==> src/rtl/serial_adder_pkg.sv <==
// Shared definitions for the serial adder: FSM states, slice width and default operand width.
package serial_adder_pkg;

   typedef enum logic [1:0] {
      IDLE = 2'd0,
      RUN  = 2'd1,
      DONE = 2'd2
   } state_t;

   localparam int SLICE_W   = 2;
   localparam int DEFAULT_N = 16;

endpackage

==> src/rtl/serial_adder_add_slice.sv <==
// Combinational 2-bit ripple slice reused by serial_adder once per RUN cycle.
module add_slice
   import serial_adder_pkg::*;
(
   input  logic               cin,
   input  logic [SLICE_W-1:0] lhs,
   input  logic [SLICE_W-1:0] rhs,
   output logic [SLICE_W-1:0] out,
   output logic               cout
);

   logic [SLICE_W:0] total;

   assign total = {1'b0, lhs} + {1'b0, rhs} + {{SLICE_W{1'b0}}, cin};
   assign out   = total[SLICE_W-1:0];
   assign cout  = total[SLICE_W];

endmodule

==> src/rtl/serial_adder.sv <==
// Bit-serial adder: N-bit operands summed two bits per cycle through one add_slice,
// with a valid/ready handshake on both the operand and result sides.
module serial_adder
   import serial_adder_pkg::*;
#(
   parameter int N = DEFAULT_N
) (
   input  logic         clk,
   input  logic         reset,
   input  logic         io_in_valid,
   output logic         io_in_ready,
   input  logic [N-1:0] io_in_lhs,
   input  logic [N-1:0] io_in_rhs,
   input  logic         io_in_cin,
   output logic         io_out_valid,
   input  logic         io_out_ready,
   output logic [N-1:0] io_out_sum,
   output logic         io_out_cout
);

   localparam int STEPS = N / SLICE_W;
   localparam int CNT_W = (STEPS > 1) ? $clog2(STEPS) : 1;

   state_t             state;
   state_t             state_nxt;
   logic [N-1:0]       lhs_q;
   logic [N-1:0]       rhs_q;
   logic [N-1:0]       res_q;
   logic               carry_q;
   logic [CNT_W-1:0]   cnt_q;
   logic [SLICE_W-1:0] slice_sum;
   logic               slice_cout;
   logic [N+1:0]       res_shift;
   logic               last_step;

   add_slice u_slice (
      .cin  (carry_q),
      .lhs  (lhs_q[SLICE_W-1:0]),
      .rhs  (rhs_q[SLICE_W-1:0]),
      .out  (slice_sum),
      .cout (slice_cout)
   );

   // New slice bits enter at the top so after STEPS shifts the LSB slice lands at [1:0].
   assign res_shift = {slice_sum, res_q};
   assign last_step = (cnt_q == CNT_W'(STEPS - 1));

   always_ff @(posedge clk or posedge reset) begin
      if (reset) begin
         state <= IDLE;
      end else begin
         state <= state_nxt;
      end
   end

   always_comb begin
      state_nxt = state;
      unique case (state)
         IDLE:    if (io_in_valid)  state_nxt = RUN;
         RUN:     if (last_step)    state_nxt = DONE;
         DONE:    if (io_out_ready) state_nxt = IDLE;
         default: state_nxt = IDLE;
      endcase
   end

   always_ff @(posedge clk or posedge reset) begin
      if (reset) begin
         lhs_q   <= '0;
         rhs_q   <= '0;
         res_q   <= '0;
         carry_q <= 1'b0;
         cnt_q   <= '0;
      end else begin
         unique case (state)
            IDLE: begin
               if (io_in_valid) begin
                  lhs_q   <= io_in_lhs;
                  rhs_q   <= io_in_rhs;
                  carry_q <= io_in_cin;
                  cnt_q   <= '0;
               end
            end
            RUN: begin
               res_q   <= res_shift[N+1:SLICE_W];
               carry_q <= slice_cout;
               lhs_q   <= lhs_q >> SLICE_W;
               rhs_q   <= rhs_q >> SLICE_W;
               cnt_q   <= cnt_q + 1'b1;
            end
            default: ;
         endcase
      end
   end

   assign io_in_ready  = (state == IDLE);
   assign io_out_valid = (state == DONE);
   assign io_out_sum   = res_q;
   assign io_out_cout  = carry_q;

endmodule

==> config.mk <==
export PLATFORM = sky130hd
export DESIGN_NAME = serial_adder
export DESIGN_NICKNAME = d
export VERILOG_FILES = /design/src/rtl/serial_adder_pkg.sv /design/src/rtl/serial_adder_add_slice.sv /design/src/rtl/serial_adder.sv
export SDC_FILE = /design/constraint.sdc
export NUM_CORES = 1
export LEC_CHECK = 0
export ABC_CLOCK_PERIOD_IN_PS = 2700
export BUFFER_PORTS_ARGS = -buffer_cell sky130_fd_sc_hd__clkbuf_2
export CAP_MARGIN = 5
export CORE_MARGIN = 8
export CORE_UTILIZATION = 50
export DETAILED_ROUTE_END_ITERATION = 16
export GPL_TIMING_DRIVEN = 0
export PLACE_DENSITY = 0.75
export SYNTH_ARGS = -nofsm -noshare
export SYNTH_HDL_FRONTEND = slang
export SYNTH_SLANG_ARGS = --single-unit
==> constraint.sdc <==
create_clock -name clk -period 2.7 [get_ports clk]
set_input_delay 0.54 -clock clk [delete_from_list [all_inputs] [get_ports clk]]
set_output_delay 0.54 -clock clk [all_outputs]
set_load 0.005 [all_outputs]
==> flow_metrics.py, run 1 <==
metrics = {
    "power_and_ir_drop": {
        "power_density_mw_per_mm2": 1100,
        "cellLeakagePower_uw": 0.00143,
        "max-vdd-ir-drop_uv": 500,
    },
    "floorplanning": {
        "fp.dieH_um": 86.2,
        "die_area_mm2": 0.00744,
        "starting_density": 0.519,
        "top_level_pins": 56,
        "placeable_core_area_mm2": 0.00475,
        "fp-row-count": 25,
        "floorplan.die.width_um": 86.2,
    },
    "logic_synthesis": {
        "synth_largest_area_cell": "dfrtp_1",
        "synth_enable_flop_cells": 0,
        "asyncSetResetFlopFracSynth": 1.00,
        "synth_top_area_frac": 0.548,
        "synthesis.nets": 290,
        "synth_top_cells_by_count": "dfrtp_1, nand2_1, o22ai_1",
        "synth_cell_type_count": 29,
        "synthesis.yosys.warnings": 0,
        "synth_cells": 249,
        "ys.flop_type": "dfrtp_1",
        "synth.most_common_cell": "dfrtp_1",
        "syn_avg_cell_area_um2": 9.90,
        "netlist_area_mm2": 0.00247,
        "synth_area_leaders": "dfrtp_1, o22ai_1, nand2_1",
        "ys_ff_latch": 54,
        "synth.yosys.seq_area_share": 0.548,
    },
    "grt": {
        "grt_first_pass_wirelength_um": 9960,
        "globalRouteOverflowTotal": 0,
        "groute.usage.overall": 0.167,
        "grt_start_max_net_pins": 33,
        "antenna_found_initial": 0,
        "first_global_vias": 2120,
    },
    "placement": {
        "dp_hpwl_um": 4250,
        "place.gp.congestion": 0.803,
        "port_buffer_cells": 55,
        "numPlacedInstances": 372,
        "dpl_cell_area_mm2": 0.00285,
    },
    "finish": {
        "final_cells": 380,
        "post_route_standard_cell_area_excluding_fillers_mm2": 0.00294,
        "area_delta_synth_final_pct": 19.1,
        "finalNetCount": 353,
        "diodes": 0,
        "drive_above_1_share": 0.284,
    },
    "clocking": {
        "cts_resizes": 0,
        "post_cts_buffers": 0,
        "cts.path.max_buffers": 2,
        "cts_tree": "done",
        "ctsHtreeMaxLevel": 2,
        "path_clk_slew_ns": 0.09,
        "clock-root-buffer": "clkbuf_8",
        "num_clock_sinks": 54,
        "holdBufCountCts": 0,
        "clk-insertion-delay-late_ns": 0.30,
        "tritoncts.num_buffers": 5,
    },
    "sta": {
        "rsz_0062_raised_after_global_routing": "no",
        "setup_viol_count_final": 0,
        "worst_slew_margin_rel": 0.672,
        "layout_min_cycle_time_ns": 1.92,
        "final.setup_skew_ns": 0.00773,
        "fin_tns_setup_ns": 0,
        "final.period_utilization": 0.710,
        "maxSlewViolCount": 0,
        "final-hold-violation-count": 0,
        "timing.fmax_ghz": 0.522,
        "measured_slew_at_the_worst_slew_check_pin_ns": 0.491,
    },
    "critical_path": {
        "setup.reg_to_reg.worst_slack_ns": 1.06,
        "length_in_cells_of_the_worst_reg_to_reg_path": 4,
        "setup.worst_path.end_class": "primary output",
        "timing.rr.end": "io_out_cout$_DFFE_PP0P_",
        "timing.critical_path.required_ns": 2.16,
        "crit_path_start_kind": "flip-flop",
        "path_class": "reg2out",
        "critPathArrivalTime_ns": 1.38,
        "highest_fanout_seen_on_the_critical_path": 10,
        "critical_path.reg2reg.startpoint": "io_out_cout$_DFFE_PP0P_",
    },
    "hold_path": {
        "hold_class": "in2async",
    },
    "route": {
        "drt_iter0_markers": 92,
        "avgViaCountPerCell": 5.53,
        "total_number_of_vias": 2103,
        "route.detailed.drc": 0,
        "postRouteWirelength_um": 5760,
        "drt_pre_antenna_iters": 4,
        "routed_wire_length_per_instance_um": 15.2,
        "drt.antenna.violating_nets": 0,
    },
    "flow_run": {
        "maxCapViolations": 0,
    },
    "status": {
        "status": "completed",
    },
}
cells in the final DEF (no fill, tap or decap):
| master | instances |
|---|---|
| a21oi_1 | 24 |
| a221oi_1 | 5 |
| a22o_1 | 2 |
| a32o_1 | 1 |
| buf_12 | 1 |
| buf_2 | 10 |
| buf_4 | 8 |
| clkbuf_1 | 2 |
| clkbuf_2 | 55 |
| clkbuf_8 | 6 |
| clkinv_2 | 1 |
| dfrtp_1 | 54 |
| fa_1 | 2 |
| ha_1 | 2 |
| inv_1 | 10 |
| inv_2 | 2 |
| nand2_1 | 49 |
| nand2b_1 | 2 |
| nand3b_1 | 1 |
| nor2_1 | 4 |
| nor2_2 | 1 |
| nor2b_1 | 7 |
| nor3_1 | 4 |
| nor3b_1 | 2 |
| nor3b_2 | 2 |
| o21ai_0 | 9 |
| o21bai_4 | 1 |
| o221a_2 | 1 |
| o22a_1 | 4 |
| o22ai_1 | 38 |
| o31ai_1 | 1 |
| o32ai_1 | 1 |
| or2_2 | 1 |
power by group:
| group | internal (µW) | switching, µW | leakage [µW] |
|---|---|---|---|
| combinational | 601 | 754 | 0.000735 |
| clock | 207 | 243 | 0.0000482 |
| sequential | 1190 | 249 | 0.000644 |
cell families (layout without fill, tap and decap cells):
family	count (synthesis)	after routing	synth area share
buf+inv	31	95	0.0644
flops	54	54	0.548
fa+ha+maj	4	4	0.0264
simple gates	73	73	0.136
compound gates	87	87	0.225
critical path, stage by stage, from the launching register on:
cell      delay [ns]
dfrtp_1         0.40
buf_4           0.18
inv_1           0.08
buf_2           0.23
nor2_1          0.08
clkbuf_2        0.11
cell type report:
class                           instances  area (µm²)
Buffer                                 19         114
Clock buffer                            7        86.3
Clock inverter                          1        5.00
Fill cell                             449        1820
Inverter                               12        45.0
Multi-Input combinational cell        164         956
Sequential cell                        54        1350
Tap cell                               67        83.8
Timing Repair Buffer                   56         295
state kept, by name, summed over array words and instances (netlist names):
name	count
cnt_q	3
rhs_q	16
lhs_q	16
state	2
io_out_cout	1
io_out_sum	16
per-layer routing:
| layer | global-route usage | wire (µm) |
|---|---|---|
| met2 | 0.258 | 2730 |
| met1 | 0.220 | 2650 |
| met3 | 0.0577 | 357 |
| met4 | 0.0376 | 23 |
| met5 | 0 | 0 |
through the flow:
| stage | setup WS, ns | total power (µW) | util | hold WS (ns) |
|---|---|---|---|---|
| 3_5_place_dp | 1.07 | 2820 | 0.598 | 0.463 |
| 2_1_floorplan | 0.845 | 2370 | - | 0.467 |
| 6_report | 0.783 | 3240 | 0.618 | 0.238 |
| 4_1_cts | 0.768 | 3270 | 0.618 | 0.246 |
| 5_1_grt | 0.687 | 3540 | 0.618 | 0.275 |
| 3_3_place_gp | 0.193 | 2750 | 0.594 | 0.461 |
worst max-delay path by stage:
stage | from | to | slack (ns)
finish | state[1]$_DFFE_PP0P_ | io_out_valid | 0.78
floorplan | reset | cnt_q[0]$_DFFE_PP0P_ | 0.85
detailed placement | io_out_cout$_DFFE_PP0P_ | io_out_cout$_DFFE_PP0P_ | 1.07
global route | state[1]$_DFFE_PP0P_ | io_out_valid | 0.69
global placement | reset | lhs_q[12]$_DFFE_PP0P_ | 0.19
CTS | state[1]$_DFFE_PP0P_ | io_out_valid | 0.77
(Power assumes the default switching activity.)
==> inputs of run 2 (changes only) <==
ABC_CLOCK_PERIOD_IN_PS = 1800   (was 2700)
clock period = 1.8 ns   (was 2.7 ns; I/O delays follow)
==> run 2 against run 1 <==
  * Register-to-register slack worse by 0.90 ns
  * Sequential share of layout area fell by 0.098 points
  * Largest power group unchanged
  * Clock power grew 49%
  * Sequential power increased by 50%
  * Critical endpoint is now io_in_ready
==> flow_metrics.py, run 2 (same netlist as run 1, synthesis figures left out) <==
metrics = {
    "sta": {
        "timing.fmax_ghz": 0.578,
        "fin_tns_setup_ns": 0,
        "worst_slew_margin_rel": 0.672,
        "measured_slew_at_the_worst_slew_check_pin_ns": 0.491,
        "layout_min_cycle_time_ns": 1.73,
        "final.period_utilization": 0.961,
        "maxSlewViolCount": 0,
        "hold_slack_ns": 0.0575,
        "setup_viol_count_final": 0,
        "rsz_0062_raised_after_global_routing": "yes",
        "final-hold-violation-count": 0,
        "final.setup_skew_ns": 0.00683,
    },
    "grt": {
        "groute.usage.overall": 0.167,
        "grt_start_max_net_pins": 33,
        "antenna_found_initial": 0,
        "first_global_vias": 2120,
        "globalRouteOverflowTotal": 0,
        "grt_first_pass_wirelength_um": 9960,
    },
    "clocking": {
        "clk-insertion-delay-late_ns": 0.30,
        "num_clock_sinks": 54,
        "ctsHtreeMaxLevel": 2,
        "path_clk_slew_ns": 0.09,
        "cts.path.max_buffers": 2,
        "tritoncts.num_buffers": 5,
        "post_cts_buffers": 0,
        "cts_tree": "done",
        "clock-root-buffer": "clkbuf_8",
    },
    "route": {
        "route.detailed.drc": 0,
        "routed_wire_length_per_instance_um": 15.1,
        "drt.antenna.violating_nets": 0,
        "wl_met2_um": 2680,
        "route.top_layer_used": "met4",
        "drt_iter0_markers": 97,
        "postRouteWirelength_um": 5730,
        "met1Wirelength_um": 2680,
        "total_number_of_vias": 2095,
        "avgViaCountPerCell": 5.51,
        "drt_pre_antenna_iters": 4,
        "met3RoutedLength_um": 355,
    },
    "finish": {
        "layout_common_cells": "clkbuf_2, dfrtp_1, nand2_1",
        "fillCellCount": 447,
        "area_delta_synth_final_pct": 19.3,
        "sequential_cell_area_mm2": 0.00135,
        "layout_commonest_cell": "clkbuf_2",
        "finalNetCount": 353,
        "drive_above_1_share": 0.284,
        "diodes": 0,
        "multi_input_comb_area_um2": 956,
    },
    "critical_path": {
        "critical_path.reg2reg.startpoint": "io_out_cout$_DFFE_PP0P_",
        "setup.reg_to_reg.worst_slack_ns": 0.16,
        "length_in_cells_of_the_worst_reg_to_reg_path": 4,
        "path_class": "reg2out",
        "timing.rr.end": "io_out_cout$_DFFE_PP0P_",
        "setup.worst_path.end_class": "primary output",
        "critPathArrivalTime_ns": 1.37,
        "highest_fanout_seen_on_the_critical_path": 10,
        "crit_path_start_kind": "flip-flop",
        "timing.critical_path.required_ns": 1.44,
    },
    "floorplanning": {
        "die_area_mm2": 0.00744,
        "top_level_pins": 56,
        "fp-row-count": 25,
        "starting_density": 0.519,
        "floorplan.die.width_um": 86.2,
        "fp.dieH_um": 86.2,
        "placeable_core_area_mm2": 0.00475,
    },
    "power_and_ir_drop": {
        "cellLeakagePower_uw": 0.00143,
        "max-vdd-ir-drop_uv": 752,
        "power_density_mw_per_mm2": 1650,
    },
    "placement": {
        "port_buffer_cells": 55,
        "dp_hpwl_um": 4250,
        "place.gp.congestion": 0.803,
    },
    "hold_path": {
        "hold_class": "in2async",
    },
    "status": {
        "status": "completed",
    },
    "flow_run": {
        "maxCapViolations": 0,
    },
}
run 2: cell count changes in the layout (fill, tap and decap cells not counted), sizes merged:
cell    before  now
buf         19   18
clkbuf      63   64
run 2: worst max path at each step:
stage	startpoint	to	slack (ns)
after floorplan	reset	cnt_q[0]$_DFFE_PP0P_	0.13
after global placement	reset	lhs_q[12]$_DFFE_PP0P_	-0.53
after detailed placement	io_out_cout$_DFFE_PP0P_	io_out_cout$_DFFE_PP0P_	0.17
after CTS	state[1]$_DFFE_PP0P_	io_out_valid	0.05
after global routing	state[0]$_DFFE_PP0P_	io_in_ready	-0.004
final	state[0]$_DFFE_PP0P_	io_in_ready	0.07
run 2: critical path, stage by stage (launching register included):
cell and delay [ns]:
dfrtp_1 0.41, buf_4 0.20, nor2_2 0.29, clkbuf_2 0.18
run 2: metal layers:
layer	GRT usage	up-vias
met2	0.258	51
met4	0.0376	0
met1	0.220	1029
met3	0.0577	2
li1	-	1013
met5	0	-
run 2: where the power goes:
part	total (µW)	switching (µW)	internal (µW)
Combinational	2040	1130	906
Clock	672	361	311
Sequential	2150	375	1780
Total	4860	1870	3000
run 2: area by class of cell:
| cell class | count | area share |
|---|---|---|
| Tap cell | 67 | 0.0285 |
| Buffer | 19 | 0.0408 |
| Clock buffer | 7 | 0.0293 |
| Timing Repair Buffer | 56 | 0.100 |
| Inverter | 12 | 0.0153 |
| Multi-Input combinational cell | 164 | 0.325 |
| Sequential cell | 54 | 0.459 |
| Clock inverter | 1 | 0.00170 |
run 2: timing repair:
item	in CTS	in global routing
setup endpoints to repair	0	2
gates resized for setup	0	2
hold buffers	0	0
run 2: through the flow:
stage / worst slack (ns) / util / cell area (µm²) / power (µW) / instances
after floorplan: 0.125 / - / 2470 / 3560 / 249
after global placement: -0.527 / 0.594 / 2830 / 4130 / 371
after detailed placement: 0.171 / 0.598 / 2850 / 4240 / 372
after CTS: 0.0480 / 0.618 / 2940 / 4910 / 380
after global routing: -0.00434 / 0.619 / 2940 / 5320 / 380
final: 0.0706 / 0.619 / 2940 / 4860 / 380
==> inputs of run 3 (changes only) <==
PLACE_DENSITY = 0.74   (was 0.75)
SYNTH_HIERARCHICAL = 1   (was default)
==> run 3 against run 2 <==
  * Clock skew grew 0.0047 ns
  * Count of clock-buffer cells in the layout is 2 lower
  * Die area rose by 8.7%
  * Fmax rose by 1.6%
  * Routed wire length grew 11%
  * Design area increased by 9.4%
  * Clock power increased by 23%
  * Register-to-register slack got worse by 0.06 ns
  * Synthesized area up 11%
  * Largest power group is now combinational logic
==> flow_metrics.py, run 3 <==
metrics = {
    "finish": {
        "post_route_standard_cell_area_excluding_fillers_mm2": 0.00322,
        "diodes": 0,
        "area_delta_synth_final_pct": 17.9,
        "finalNetCount": 355,
        "layout_common_cells": "dfrtp_1, clkbuf_2, nand2_1",
        "drive_above_1_share": 0.416,
    },
    "floorplanning": {
        "die_area_mm2": 0.00808,
        "top_level_pins": 56,
        "fp.dieH_um": 89.9,
        "floorplan.die.width_um": 89.9,
        "placeable_core_area_mm2": 0.00541,
        "starting_density": 0.505,
        "fp-row-count": 27,
    },
    "grt": {
        "grt_first_pass_wirelength_um": 11000,
        "first_global_vias": 2300,
        "globalRouteOverflowTotal": 0,
        "groute.usage.overall": 0.161,
        "grt_start_max_net_pins": 32,
        "antenna_found_initial": 0,
    },
    "logic_synthesis": {
        "synth_top_area_frac": 0.495,
        "asyncSetResetFlopFracSynth": 1.00,
        "synth.most_common_cell": "dfrtp_1",
        "syn_avg_cell_area_um2": 10.8,
        "synth_cell_type_count": 31,
        "synth.yosys.seq_area_share": 0.495,
        "synth_largest_area_cell": "dfrtp_1",
        "synthesis.nets": 294,
        "ys_ff_latch": 54,
        "netlist_area_mm2": 0.00273,
        "ys.flop_type": "dfrtp_1",
        "synth_area_leaders": "dfrtp_1, o22ai_2, o22ai_1",
        "synth_cells": 253,
        "synth_top_cells_by_count": "dfrtp_1, nand2_1, o22ai_1",
        "synthesis.yosys.warnings": 6,
        "synth_enable_flop_cells": 0,
    },
    "power_and_ir_drop": {
        "power_density_mw_per_mm2": 1700,
        "cellLeakagePower_uw": 0.00151,
        "cellInternalPower_uw": 3310,
        "sequentialPowerShare": 0.407,
        "switching_power_uw": 2160,
        "proportion_of_power_drawn_by_combinational_gates": 0.441,
        "switching_share": 0.394,
        "power.share.clock": 0.152,
        "max-vdd-ir-drop_uv": 784,
    },
    "critical_path": {
        "critical_path.reg2reg.startpoint": "io_out_cout$_DFFE_PP0P_",
        "crit_family": "adder cells",
        "critical_path.startpoint": "io_out_cout$_DFFE_PP0P_",
        "setup.worst_path.end_class": "flip-flop",
        "critPathArrivalTime_ns": 1.91,
        "critPathBufInv": 2,
        "path_class": "reg2reg",
        "highest_fanout_seen_on_the_critical_path": 4,
        "crit_cells": 6,
        "cp_slowest_stage_delay_ns": 0.49,
        "critical_path.slowest_cell": "fa_1",
        "length_in_cells_of_the_worst_reg_to_reg_path": 6,
        "crit_path_start_kind": "flip-flop",
        "cp_cell_sequence": "inv_1 > fa_1 > fa_1 > inv_1 > nand2_1 > nand2_1",
        "timing.critical_path.required_ns": 2.01,
    },
    "sta": {
        "final.setup_skew_ns": 0.0115,
        "measured_slew_at_the_worst_slew_check_pin_ns": 0.539,
        "fin_tns_setup_ns": 0,
        "layout_min_cycle_time_ns": 1.70,
        "final-hold-violation-count": 0,
        "worst_slew_margin_rel": 0.640,
        "setup_slack_ns": 0.0977,
        "rsz_0062_raised_after_global_routing": "no",
        "timing.fmax_ghz": 0.587,
        "setup_viol_count_final": 0,
        "maxSlewViolCount": 0,
        "final.period_utilization": 0.946,
    },
    "route": {
        "routed_wire_length_per_instance_um": 16.4,
        "route.detailed.drc": 0,
        "drt.antenna.violating_nets": 0,
        "drt_pre_antenna_iters": 4,
        "postRouteWirelength_um": 6330,
        "total_number_of_vias": 2145,
        "avgViaCountPerCell": 5.54,
        "drt_iter0_markers": 95,
    },
    "clocking": {
        "clk-insertion-delay-late_ns": 0.31,
        "cts.path.max_buffers": 2,
        "clock-root-buffer": "clkbuf_8",
        "cts_tree": "done",
        "tritoncts.num_buffers": 5,
        "num_clock_sinks": 54,
        "ctsHtreeMaxLevel": 2,
        "path_clk_slew_ns": 0.10,
    },
    "hold_path": {
        "hold_class": "in2async",
    },
    "placement": {
        "place.gp.congestion": 0.728,
        "preCtsSetupSlack_ns": 0.140,
        "port_buffer_cells": 54,
        "dp_hpwl_um": 4440,
        "dpl_cell_area_mm2": 0.00311,
    },
    "flow_run": {
        "maxCapViolations": 0,
    },
    "status": {
        "status": "completed",
    },
}
-- run 3: final timing paths --
path                       slack, ns                          to
hold reg to reg                 0.48   io_out_sum[1]$_DFFE_PP0N_
max in group asynchronous       1.18  io_out_sum[14]$_DFFE_PP0N_
hold / removal                  0.07        lhs_q[3]$_DFFE_PP0P_
setup / recovery                 0.1  io_out_sum[15]$_DFFE_PP0N_
min in group clk                0.22        state[1]$_DFFE_PP0P_
setup reg to reg                 0.1  io_out_sum[15]$_DFFE_PP0N_
-- run 3: layout make-up --
| class | count | area, µm² |
|---|---|---|
| fillers | 503 | 2190 |
| flip-flops and latches | 54 | 1350 |
| inverters | 11 | 41.3 |
| clock buffers | 5 | 68.8 |
| repair buffers | 55 | 290 |
| multi-input cells | 166 | 1130 |
| clock inverters | 3 | 45.0 |
| well taps | 72 | 90.1 |
| plain buffers | 21 | 199 |
-- run 3: cells by family after synthesis --
family                     after synthesis  synth area share
DFF                                     54             0.495
buffers and inverters                   33            0.0898
and+or+nand+nor                         64             0.101
AOI/OAI and AO/OA                       98             0.290
adders and majority gates                4            0.0238
-- run 3: worst register-to-register path, stage by stage, from the launching register on --
cell and delay, ns:
dfrtp_1 0.43, inv_1 0.09, fa_1 0.45, fa_1 0.49, inv_1 0.04, nand2_1 0.06, nand2_1 0.05
-- run 3: repair_timing --
action                     in CTS  in global routing
gates resized for setup         0                  0
buffers inserted                0                  0
setup endpoints to repair       0                  1
hold buffers                    0                  0
-- run 3: through the flow --
step | cells | power (µW) | utilization | hold slack, ns
final | 387 | 5470 | 0.596 | 0.0673
after global placement | 379 | 4590 | 0.572 | 0.459
after global routing | 387 | 5920 | 0.596 | 0.0955
after CTS | 388 | 5530 | 0.597 | 0.0745
after detailed placement | 380 | 4690 | 0.575 | 0.412
after floorplan | 253 | 4000 | - | 0.439
-- run 3: power groups by stage --
stage | combinational [µW] | clock [µW] | sequential (µW)
detailed placement | 2440 | 0 | 2250
CTS | 2450 | 850 | 2230
floorplan | 1830 | 0 | 2160
global route | 2730 | 892 | 2300
finish | 2410 | 829 | 2230
global placement | 2360 | 0 | 2230
-- run 3: per-layer routing --
metal,routed length [µm],vias to the layer above,global-route usage,part of all wire
li1,-,1020,-,-
met1,2990,1070,0.205,0.47
met2,3020,50,0.266,0.48
met3,253,5,0.0374,0.040
met4,63,0,0.0485,0.0099
met5,0,-,0,0
